### src/rtl/sdram_burst_sequencer.sv
// sdram_burst_sequencer
//
// Host-side burst sequencer sitting between the host request interface and
// control_interface. It accepts level-sensitive read/write requests, issues a
// READA/WRITEA command and holds it until control_interface acknowledges it.
// It then times the data phase:
//   - IN_REQ window for write data
//   - OUT_VALID window for registered read data
//   - SDRAM DQM lanes
//   - page-mode stop/done pulses and the DONE strobe
// Timing is set by the CAS latency (CL), ACT-to-command delay (RCD) and write
// recovery (TWR) parameters.
//
// Ports
//   CLK        single clock, all logic on the rising edge
//   RESET      synchronous reset, active-high
//   ADDR       burst start address, captured when a request is accepted
//   RD / WR    level read / write requests (read wins when both are high)
//   LENGTH     burst length in beats, captured when a request is accepted
//   DM         host write byte mask, 1 = lane masked
//   DQ_IN      read data from the DQ pad
//   CMDACK     control_interface has taken the command
//   CMD        00 NOP, 01 READA, 10 WRITEA
//   CMD_ADDR   captured burst address
//   ACT        a transfer is in progress
//   IN_REQ     host must present write data next cycle
//   OUT_VALID  DATAOUT holds a valid read beat
//   DATAOUT    registered read data
//   DQM        SDRAM data mask lanes
//   PM_STOP    one-cycle pulse: issue burst terminate
//   PM_DONE    one-cycle pulse: page burst finished
//   DONE       one-cycle pulse: transfer complete
//   ERR        one-cycle pulse: zero-length request rejected
module sdram_burst_sequencer #(
  parameter int DSIZE = 16,
  parameter int ASIZE = 23,
  parameter int LEN_W = 8,
  parameter int CL    = 3,
  parameter int RCD   = 3,
  parameter int TWR   = 2
) (
  input  logic                 CLK,
  input  logic                 RESET,
  input  logic [ASIZE-1:0]     ADDR,
  input  logic                 RD,
  input  logic                 WR,
  input  logic [LEN_W-1:0]     LENGTH,
  input  logic [DSIZE/8-1:0]   DM,
  input  logic [DSIZE-1:0]     DQ_IN,
  input  logic                 CMDACK,
  output logic [1:0]           CMD,
  output logic [ASIZE-1:0]     CMD_ADDR,
  output logic                 ACT,
  output logic                 IN_REQ,
  output logic                 OUT_VALID,
  output logic [DSIZE-1:0]     DATAOUT,
  output logic [DSIZE/8-1:0]   DQM,
  output logic                 PM_STOP,
  output logic                 PM_DONE,
  output logic                 DONE,
  output logic                 ERR
);

  localparam int MW      = DSIZE / 8;
  // Largest count ever reached is RCD+CL+L+1 (read) or RCD+L+TWR (write).
  // Sizing for RCD+CL+2**LEN_W+TWR covers both with margin, so the counter
  // never wraps, even on a maximum-length burst.
  localparam int CNT_MAX = RCD + CL + (2 ** LEN_W) + TWR;
  localparam int CW      = $clog2(CNT_MAX + 1);

  localparam logic [31:0] RCD_U = RCD;
  localparam logic [31:0] CL_U  = CL;
  localparam logic [31:0] TWR_U = TWR;

  typedef enum logic [1:0] {
    S_IDLE,
    S_CMD,
    S_XFER
  } state_t;

  state_t            state_q, state_d;
  logic [CW-1:0]     cnt_q, cnt_d;
  logic              is_rd_q, is_rd_d;
  logic              wr_pend_q, wr_pend_d;
  logic [ASIZE-1:0]  addr_q, addr_d;
  logic [LEN_W-1:0]  len_q, len_d;
  logic              err_q, err_d;
  logic [MW-1:0]     dm_q;
  logic [DSIZE-1:0]  data_q;

  logic [31:0]       c32;
  logic [31:0]       l32;

  logic              wr_inreq_win;
  logic              wr_mask_win;
  logic              rd_mask_win;
  logic              rd_valid_win;
  logic              stop_pt;
  logic              xfer_done;

  assign c32 = 32'(cnt_q);
  assign l32 = 32'(len_q);

  // Phase windows inside XFER, all measured from the cycle after CMDACK.
  // Every bound is at least zero because L >= 1 and RCD >= 1, so the
  // unsigned arithmetic never underflows.
  always_comb begin
    wr_inreq_win = (c32 >= RCD_U - 32'd1) && (c32 <= RCD_U + l32 - 32'd2);
    wr_mask_win  = (c32 >= RCD_U) && (c32 <= RCD_U + l32 - 32'd1);
    rd_mask_win  = (c32 >= RCD_U) && (c32 <= RCD_U + CL_U + l32 - 32'd1);
    rd_valid_win = (c32 >= RCD_U + CL_U + 32'd1) && (c32 <= RCD_U + CL_U + l32);
    stop_pt      = (c32 == RCD_U + l32);
    if (is_rd_q) begin
      xfer_done = (c32 == RCD_U + CL_U + l32 + 32'd1);
    end else begin
      xfer_done = (c32 == RCD_U + l32 + TWR_U);
    end
  end

  // Next-state logic. A write that lost arbitration to a simultaneous read
  // is remembered in wr_pend_q. It is served in the very next IDLE cycle,
  // reusing the address and length captured with the read. The host is
  // allowed to drop WR once ACT rises, so the request level cannot be
  // relied upon. Zero-length requests raise ERR and leave the FSM in IDLE.
  always_comb begin
    state_d   = state_q;
    cnt_d     = cnt_q;
    is_rd_d   = is_rd_q;
    wr_pend_d = wr_pend_q;
    addr_d    = addr_q;
    len_d     = len_q;
    err_d     = 1'b0;
    unique case (state_q)
      S_IDLE: begin
        cnt_d = '0;
        if (wr_pend_q) begin
          wr_pend_d = 1'b0;
          is_rd_d   = 1'b0;
          state_d   = S_CMD;
        end else if (RD || WR) begin
          if (LENGTH == '0) begin
            err_d = 1'b1;
          end else begin
            addr_d    = ADDR;
            len_d     = LENGTH;
            is_rd_d   = RD;
            wr_pend_d = RD && WR;
            state_d   = S_CMD;
          end
        end
      end
      S_CMD: begin
        if (CMDACK) begin
          cnt_d   = '0;
          state_d = S_XFER;
        end
      end
      S_XFER: begin
        if (xfer_done) begin
          cnt_d   = '0;
          state_d = S_IDLE;
        end else begin
          cnt_d = cnt_q + 1'b1;
        end
      end
      default: begin
        state_d = S_IDLE;
      end
    endcase
  end

  // Control state register. Reset aborts any transfer in flight without a
  // DONE pulse and also discards a pending write.
  always_ff @(posedge CLK) begin
    if (RESET) begin
      state_q   <= S_IDLE;
      cnt_q     <= '0;
      is_rd_q   <= 1'b0;
      wr_pend_q <= 1'b0;
      addr_q    <= '0;
      len_q     <= '0;
      err_q     <= 1'b0;
    end else begin
      state_q   <= state_d;
      cnt_q     <= cnt_d;
      is_rd_q   <= is_rd_d;
      wr_pend_q <= wr_pend_d;
      addr_q    <= addr_d;
      len_q     <= len_d;
      err_q     <= err_d;
    end
  end

  // Data-path registers. DM is registered every cycle, so the mask driven
  // on DQM in a given cycle is the host mask from the previous cycle. Read
  // data is captured only while a read is in XFER, so DATAOUT stays quiet
  // outside read transfers.
  always_ff @(posedge CLK) begin
    if (RESET) begin
      dm_q   <= '1;
      data_q <= '0;
    end else begin
      dm_q <= DM;
      if (state_q == S_XFER && is_rd_q) begin
        data_q <= DQ_IN;
      end
    end
  end

  // Output decode. Pulses come straight from the state/counter decode and
  // last exactly one cycle, because the counter moves on every XFER cycle.
  always_comb begin
    CMD       = 2'b00;
    IN_REQ    = 1'b0;
    OUT_VALID = 1'b0;
    PM_STOP   = 1'b0;
    PM_DONE   = 1'b0;
    DONE      = 1'b0;
    DQM       = '1;
    ACT       = (state_q != S_IDLE);
    if (state_q == S_CMD) begin
      CMD = is_rd_q ? 2'b01 : 2'b10;
    end
    if (state_q == S_XFER) begin
      PM_STOP = stop_pt;
      PM_DONE = xfer_done;
      DONE    = xfer_done;
      if (is_rd_q) begin
        OUT_VALID = rd_valid_win;
        if (rd_mask_win) begin
          DQM = '0;
        end
      end else begin
        IN_REQ = wr_inreq_win;
        if (wr_mask_win) begin
          DQM = dm_q;
        end
      end
    end
  end

  assign CMD_ADDR = addr_q;
  assign DATAOUT  = data_q;
  assign ERR      = err_q;

endmodule

### config.mk
export PLATFORM = sky130hd
export DESIGN_NAME = sdram_burst_sequencer
export DESIGN_NICKNAME = d
export VERILOG_FILES = /design/src/rtl/sdram_burst_sequencer.sv
export SDC_FILE = /design/constraint.sdc
export NUM_CORES = 1
export LEC_CHECK = 0
export ABC_AREA = 1
export CAP_MARGIN = 5
export CORE_MARGIN = 3
export CORE_UTILIZATION = 47
export CTS_CLUSTER_SIZE = 14
export DETAILED_ROUTE_END_ITERATION = 6
export PLACE_DENSITY = 0.81
export SETUP_SLACK_MARGIN = 0.05
export SLEW_MARGIN = 20
export SYNTH_ARGS = -nofsm -noshare
export SYNTH_HDL_FRONTEND = slang
export SYNTH_SLANG_ARGS = --single-unit
### constraint.sdc
create_clock -name CLK -period 3.5 [get_ports CLK]
set_input_delay 0.7 -clock CLK [delete_from_list [all_inputs] [get_ports CLK]]
set_output_delay 0.7 -clock CLK [all_outputs]
set_load 0.01 [all_outputs]
# After elaboration in Yosys (flattened, before gate mapping)
# Index checks and enable logic that the tools add are counted.
classes:
  muxes: 29
  n_lt_le_gt_ge: 7
  reduce_logical: 17
  bitwise_logic: 4
  addsub: 8
  eq_ne: 10
ops:
  columns: ["operator", "n"]
  rows:
  - ["$le A9 B32 Y1", 4]
  - ["$sub A32 B1 Y32 const B", 2]
  - ["$eq A9 B32 Y1", 1]
  - ["$sub A32 B2 Y32 const B", 1]
  - ["$pmux W9 S3", 1]
  - ["$mux W2", 11]
  - ["$eq A9 B10 Y1", 2]
  - ["$ge A9 B2 Y1 const B", 2]
  - ["$mux W9", 2]
  - ["$mux W1", 14]
  - ["$add A9 B1 Y10 const B", 1]
  - ["$add A9 B2 Y10 const B", 1]
  - ["$add A2 B8 Y9 const A", 1]
  - ["$add A3 B8 Y9 const A", 1]
  - ["$add A9 B1 Y9 const B", 1]
  - ["$ge A9 B3 Y1 const B", 1]
  - ["$logic_not A8 Y1", 1]
  - ["$reduce_and A4 Y1", 2]
  - ["$logic_and A1 B1 Y1", 6]
  - ["$ne A2 B2 Y1 const B", 3]
  - ["$ne A3 B3 Y1 const B", 2]
  - ["$pmux W2 S3", 1]
  - ["$not A1 Y1", 4]
  - ["$reduce_bool A2 Y1", 2]
  - ["8 further kinds", 8]
word_totals:
  word_cells: 84
  ff_bits: 63
  output_inout_bits: 50
  inputBits: 54

# Depth between registers and ports, before layout
depth:
  ltp_word: 7
  ltp_mapped: 25
  mapped_depth_nobuf: 24

# Worst setup path before layout
# Ideal clock, no wire load.
synth_timing:
  path_type: "reg-to-output"
  from: "reg len_q[0]"
  to: "out DQM[0]"
  slack_ps: -247
  required_time_ps: 2800
  stages_incl_launch_ff: 25
  arrival_ps: 3047
  n_path_buf: 1
  cell_sequence: "dfxtp_1 buf_4 inv_1 ha_1 inv_1 nand2_1 nor2_1 nand2_1 nand2_2 nor2_1 nand3_1 xor2_1 nand2_1 o21ai_0 inv_1 ha_1 nand2_1 inv_1 a221o_1 o21ai_0 nand2_1 nand3_1 nand2_1 o21ai_0 nand3_1"
synth_between:
  elab_chain_cells: 7
  word_cells_on_any_way: 12
  cone_classes: "add/sub: 4; order compare: 2; mux: 4; reduce/logical: 2"
synth_lines:
  columns: ["element", "line_no", "text"]
  rows:
  - ["start: declaration", "86", "logic [LEN_W-1:0] len_q, len_d;"]
  - ["start signal: assignment", "189", "len_q <= len_d;"]
  - ["$add A2 B8 Y9 / $add A3 B8 Y9 (equally long branches)", "109, 110", null]
  - ["$sub A32 B1 Y32 (on tied branches)", "109, 110", null]
  - ["$le A9 B32 Y1 (on tied branches)", "109, 110", null]
  - ["$logic_and A1 B1 Y1 (on tied branches)", "109, 110", null]
  - ["$mux W2 (on tied branches)", "235, 230", null]
  - ["$mux W2 *", "228", "if (is_rd_q) begin"]
  - ["$mux W2 *", "224", "if (state_q == S_XFER) begin"]
  - ["end: declaration", "57", "output logic [DSIZE/8-1:0] DQM,"]
# Mark *: on every way between the ends. The rest lies on a longest branch, timed or not.

# Final worst setup path
layout_timing:
  from: "reg len_q[2]"
  to: "out DQM[1]"
# The elaborated chain is that of the path after synthesis.

==> results.py <==
metrics = {
    "synth": {
        "synth_area_leaders": "dfxtp_1 27%, ha_1 13%, nor2_1 9.7%",
        "syn_area_per_cell_um2": 6.64,
        "syn-num-nets": 805,
        "synth_warnings": 0,
        "seq_area_frac_synth_pct": 27.0,
        "yosys.cell_types.count": 39,
        "synth-seq-cells": 63,
        "yosys.area.top_type": "dfxtp_1",
        "yosysTopAreaCellShare_pct": 27.0,
        "mappedNetlistArea_um2": 4670,
        "synthCells": 703,
    },
    "placed_design": {
        "placed_area_um2": 6430,
        "gp_congestion": 0.925,
        "hpwl_um": 12300,
        "placement.io_buffers": 103,
        "place_inst": 994,
    },
    "critical_path": {
        "arrival_ps": 3230,
        "cp_max_fo": 5,
        "path_delay_family": "simple AND/OR/NAND/NOR gates",
        "critPathSlowestCell": "dfxtp_4",
        "required_ps": 2800,
        "path_class": "reg -> out",
        "crit_path_max_incr_delay_ps": 390,
        "cp-end-kind": "primary output",
        "start_kind": "flip-flop",
        "critical_path.cell_chain": "ha_2 > inv_2 > nand2_4 > nand2_2 > nand2_2 > nand2_4 > nor2_4 > nand3_2 > xor2_2 > nand2_1 > o21ai_1 > inv_1 > ha_4 > nand2_1 > inv_1 > a221o_1 > o21ai_1 > nand2_1 > nand3_2 > nand2_2 > o21ai_2 > nand3_1 > buf_2",
        "path_buf_inv": 4,
        "ff2ff_setup_slack_ps": 950,
    },
    "global_routing": {
        "grt_use_total_pct": 29.7,
        "grt_overflow": 0,
        "grt_max_degree": 33,
        "grt_pass1_vias": 5616,
        "antenna_found_initial": 0,
        "grt_pass1_wl_um": 26900,
    },
    "floorplanning": {
        "core_area_um2": 9460,
        "ioPinCount": 104,
        "dieArea_um2": 11200,
        "die_x_um": 106,
        "die_y_um": 106,
        "rows": 35,
        "start_util_pct": 49.4,
    },
    "detailed_routing": {
        "drc": 0,
        "drtAntennaViolNets": 0,
        "vias": 5548,
        "initialDrtViolationCount": 400,
        "wire_per_inst_um": 16.6,
        "wirelength_um": 16900,
        "viasPerCell": 5.43,
        "drtPass1Iterations": 5,
    },
    "outcome": {
        "violations": "setup timing",
        "status": "complete, but fails checks",
    },
    "power_and_ir_drop": {
        "peakVddDrop_v": 0.000285,
        "power_frac_seq_pct": 26.5,
        "p_per_area_nw_per_um2": 438,
        "pwr-share-comb_pct": 51.7,
        "swShare_pct": 38.9,
        "p_total_mw": 3.16,
        "p_int_mw": 1.93,
        "switching_power_mw": 1.23,
        "clkPwrFrac_pct": 21.7,
        "p_leak_nw": 3.19,
    },
    "clocking": {
        "cts_tree": "yes",
        "clockBufferDepth": 2,
        "numCtsBuffers": 9,
        "root_buffer": "clkbuf_8",
        "postCtsHoldBufs": 0,
        "h-tree-depth": 3,
        "cts_sinks": 63,
        "path_clk_slew_ps": 70,
        "clk_latency_ps": 340,
    },
    "sta": {
        "final.setup.worst_slack_ps": -432,
        "fin_worst_skew_ps": 9.57,
        "maxSlewViolCount": 0,
        "period_share_pct": 112,
        "worst_pin_slew_ps": 649,
        "rsz0062_at_grt": "yes",
        "clock.fmax_mhz": 254,
        "fin_crit_ps": 3930,
        "hold_viol": 0,
        "slew_headroom_pct": 56.6,
        "setup_violations": 3,
    },
    "job": {
        "drv_cap": 0,
    },
    "final_layout": {
        "final_cell_area_um2": 7210,
        "syn_to_final_growth_pct": 54.4,
        "antenna_cells": 0,
        "final_common_cell": "nor2_1",
        "num-fill-cells": 699,
        "drive_gt1_share_pct": 27.7,
        "final_cell_mix": "112 x nor2_1, 96 x clkdlybuf4s50_1, 91 x buf_4, 85 x nand2_1, 59 x dfxtp_1",
        "instances_no_fill": 1022,
        "nets": 990,
    },
    "worst_hold_path": {
        "hp-class": "reg -> reg",
    },
}
through the flow:
| step | TNS, ps | utilization (%) | hold WS [ps] | setup slack (ps) |
|---|---|---|---|---|
| after floorplan | 0 | - | 466 | 37.0 |
| after global placement | -1520 | 67.9 | 477 | -479 |
| after detailed placement | -1730 | 67.9 | 493 | -530 |
| after CTS | -908 | 73.6 | 505 | -390 |
| after global routing | -1900 | 76.2 | 546 | -659 |
| final | -1030 | 76.2 | 504 | -432 |
routing by layer:
layer  share of wire, %  global-route usage, %
met2                 47                   49.1
met5                  0                      0
met1                 40                   34.7
met3                9.0                   9.06
met4                4.3                   14.7
registers in the layout, indices dropped and copies added, names as in the netlist:
register and flops:
is_rd_q 1, state_q 2, DATAOUT 16, cnt_q 9
dm_q 2, len_q 8, CMD_ADDR 23, wr_pend_q 1
ERR 1
power by group through the flow:
stage / combinational, mW / sequential, mW / clock, mW
3_3_place_gp: 1.28 / 0.844 / 0
2_1_floorplan: 0.696 / 0.867 / 0
3_5_place_dp: 1.32 / 0.848 / 0
4_1_cts: 1.48 / 0.836 / 0.696
5_1_grt: 1.78 / 0.846 / 0.721
6_report: 1.63 / 0.837 / 0.687
timing repair:
item,in CTS,in global routing
gates cloned,0,0
gates resized for setup,102,52
endpoints found under the setup margin,7,7
setup buffers,6,8
pin swaps,47,56
synth_stat cells:
cell	number
or2_2	6
o21a_1	1
nor2_2	7
o31ai_1	1
or4_1	2
a21oi_1	37
o21ai_0	58
o221ai_1	1
nor3_1	7
nor4_1	2
nor4_2	1
nand2_1	105
nand3_4	1
nand2_4	1
xor2_1	27
a221o_1	1
o2111a_1	1
buf_1	1
nand3_1	64
buf_2	6
o211ai_1	1
inv_2	11
nand2_2	11
o21ai_1	5
a211oi_1	5
nand4_1	12
ha_1	48
nor2_1	121
buf_4	4
nor3_2	1
clkbuf_1	15
clkinv_1	2
xnor2_1	1
o21bai_1	2
a31oi_1	2
dfxtp_1	63
inv_1	67
a221oi_1	1
a41oi_1	1
final cells by class:
cell class	count	area, µm²	area share, %
inverter	80	325	4.51
clock inverter	4	70.1	0.972
tap	129	161	2.24
multi-input combinational	534	3490	48.4
clock buffer	12	135	1.87
sequential	63	1270	17.6
timing repair buffer	200	1760	24.4
logic make-up (layout without fill, tap and decap cells):
group / count (synthesis) / in the layout / share of synthesized area, %
flops: 63 / 63 / 27.0
simple gates: 341 / 341 / 32.3
xor+xnor: 28 / 28 / 5.25
compound gates: 117 / 117 / 13.6
fa+ha+maj: 48 / 48 / 12.9
buf+inv: 106 / 296 / 9.00
worst reg2reg max path, stage by stage, from the launching register on:
cell	delay, ps
dfxtp_4	380
inv_6	50
buf_4	140
ha_4	170
inv_2	50
buf_4	110
nand3_2	70
nand2_2	110
buf_4	120
buf_4	110
nand3_1	100
o21ai_1	140
nand3_1	120
nand3_1	100
nand2_1	70
nor2_2	150
nand3_4	110
buf_4	180
nand3_1	80
a21oi_1	80
path summary, 6_finish.rpt:
check / start / end / cells after the start
hold / removal: wr_pend_q$_SDFFE_PP0P_ / wr_pend_q$_SDFFE_PP0P_ / 2
hold reg to reg: wr_pend_q$_SDFFE_PP0P_ / wr_pend_q$_SDFFE_PP0P_ / 2
setup reg to reg: len_q[1]$_SDFFE_PP0P_ / cnt_q[5]$_SDFFE_PP0P_ / 19
setup / recovery: len_q[2]$_SDFFE_PP0P_ / DQM[1] / 23
(Power assumes the default switching activity.)
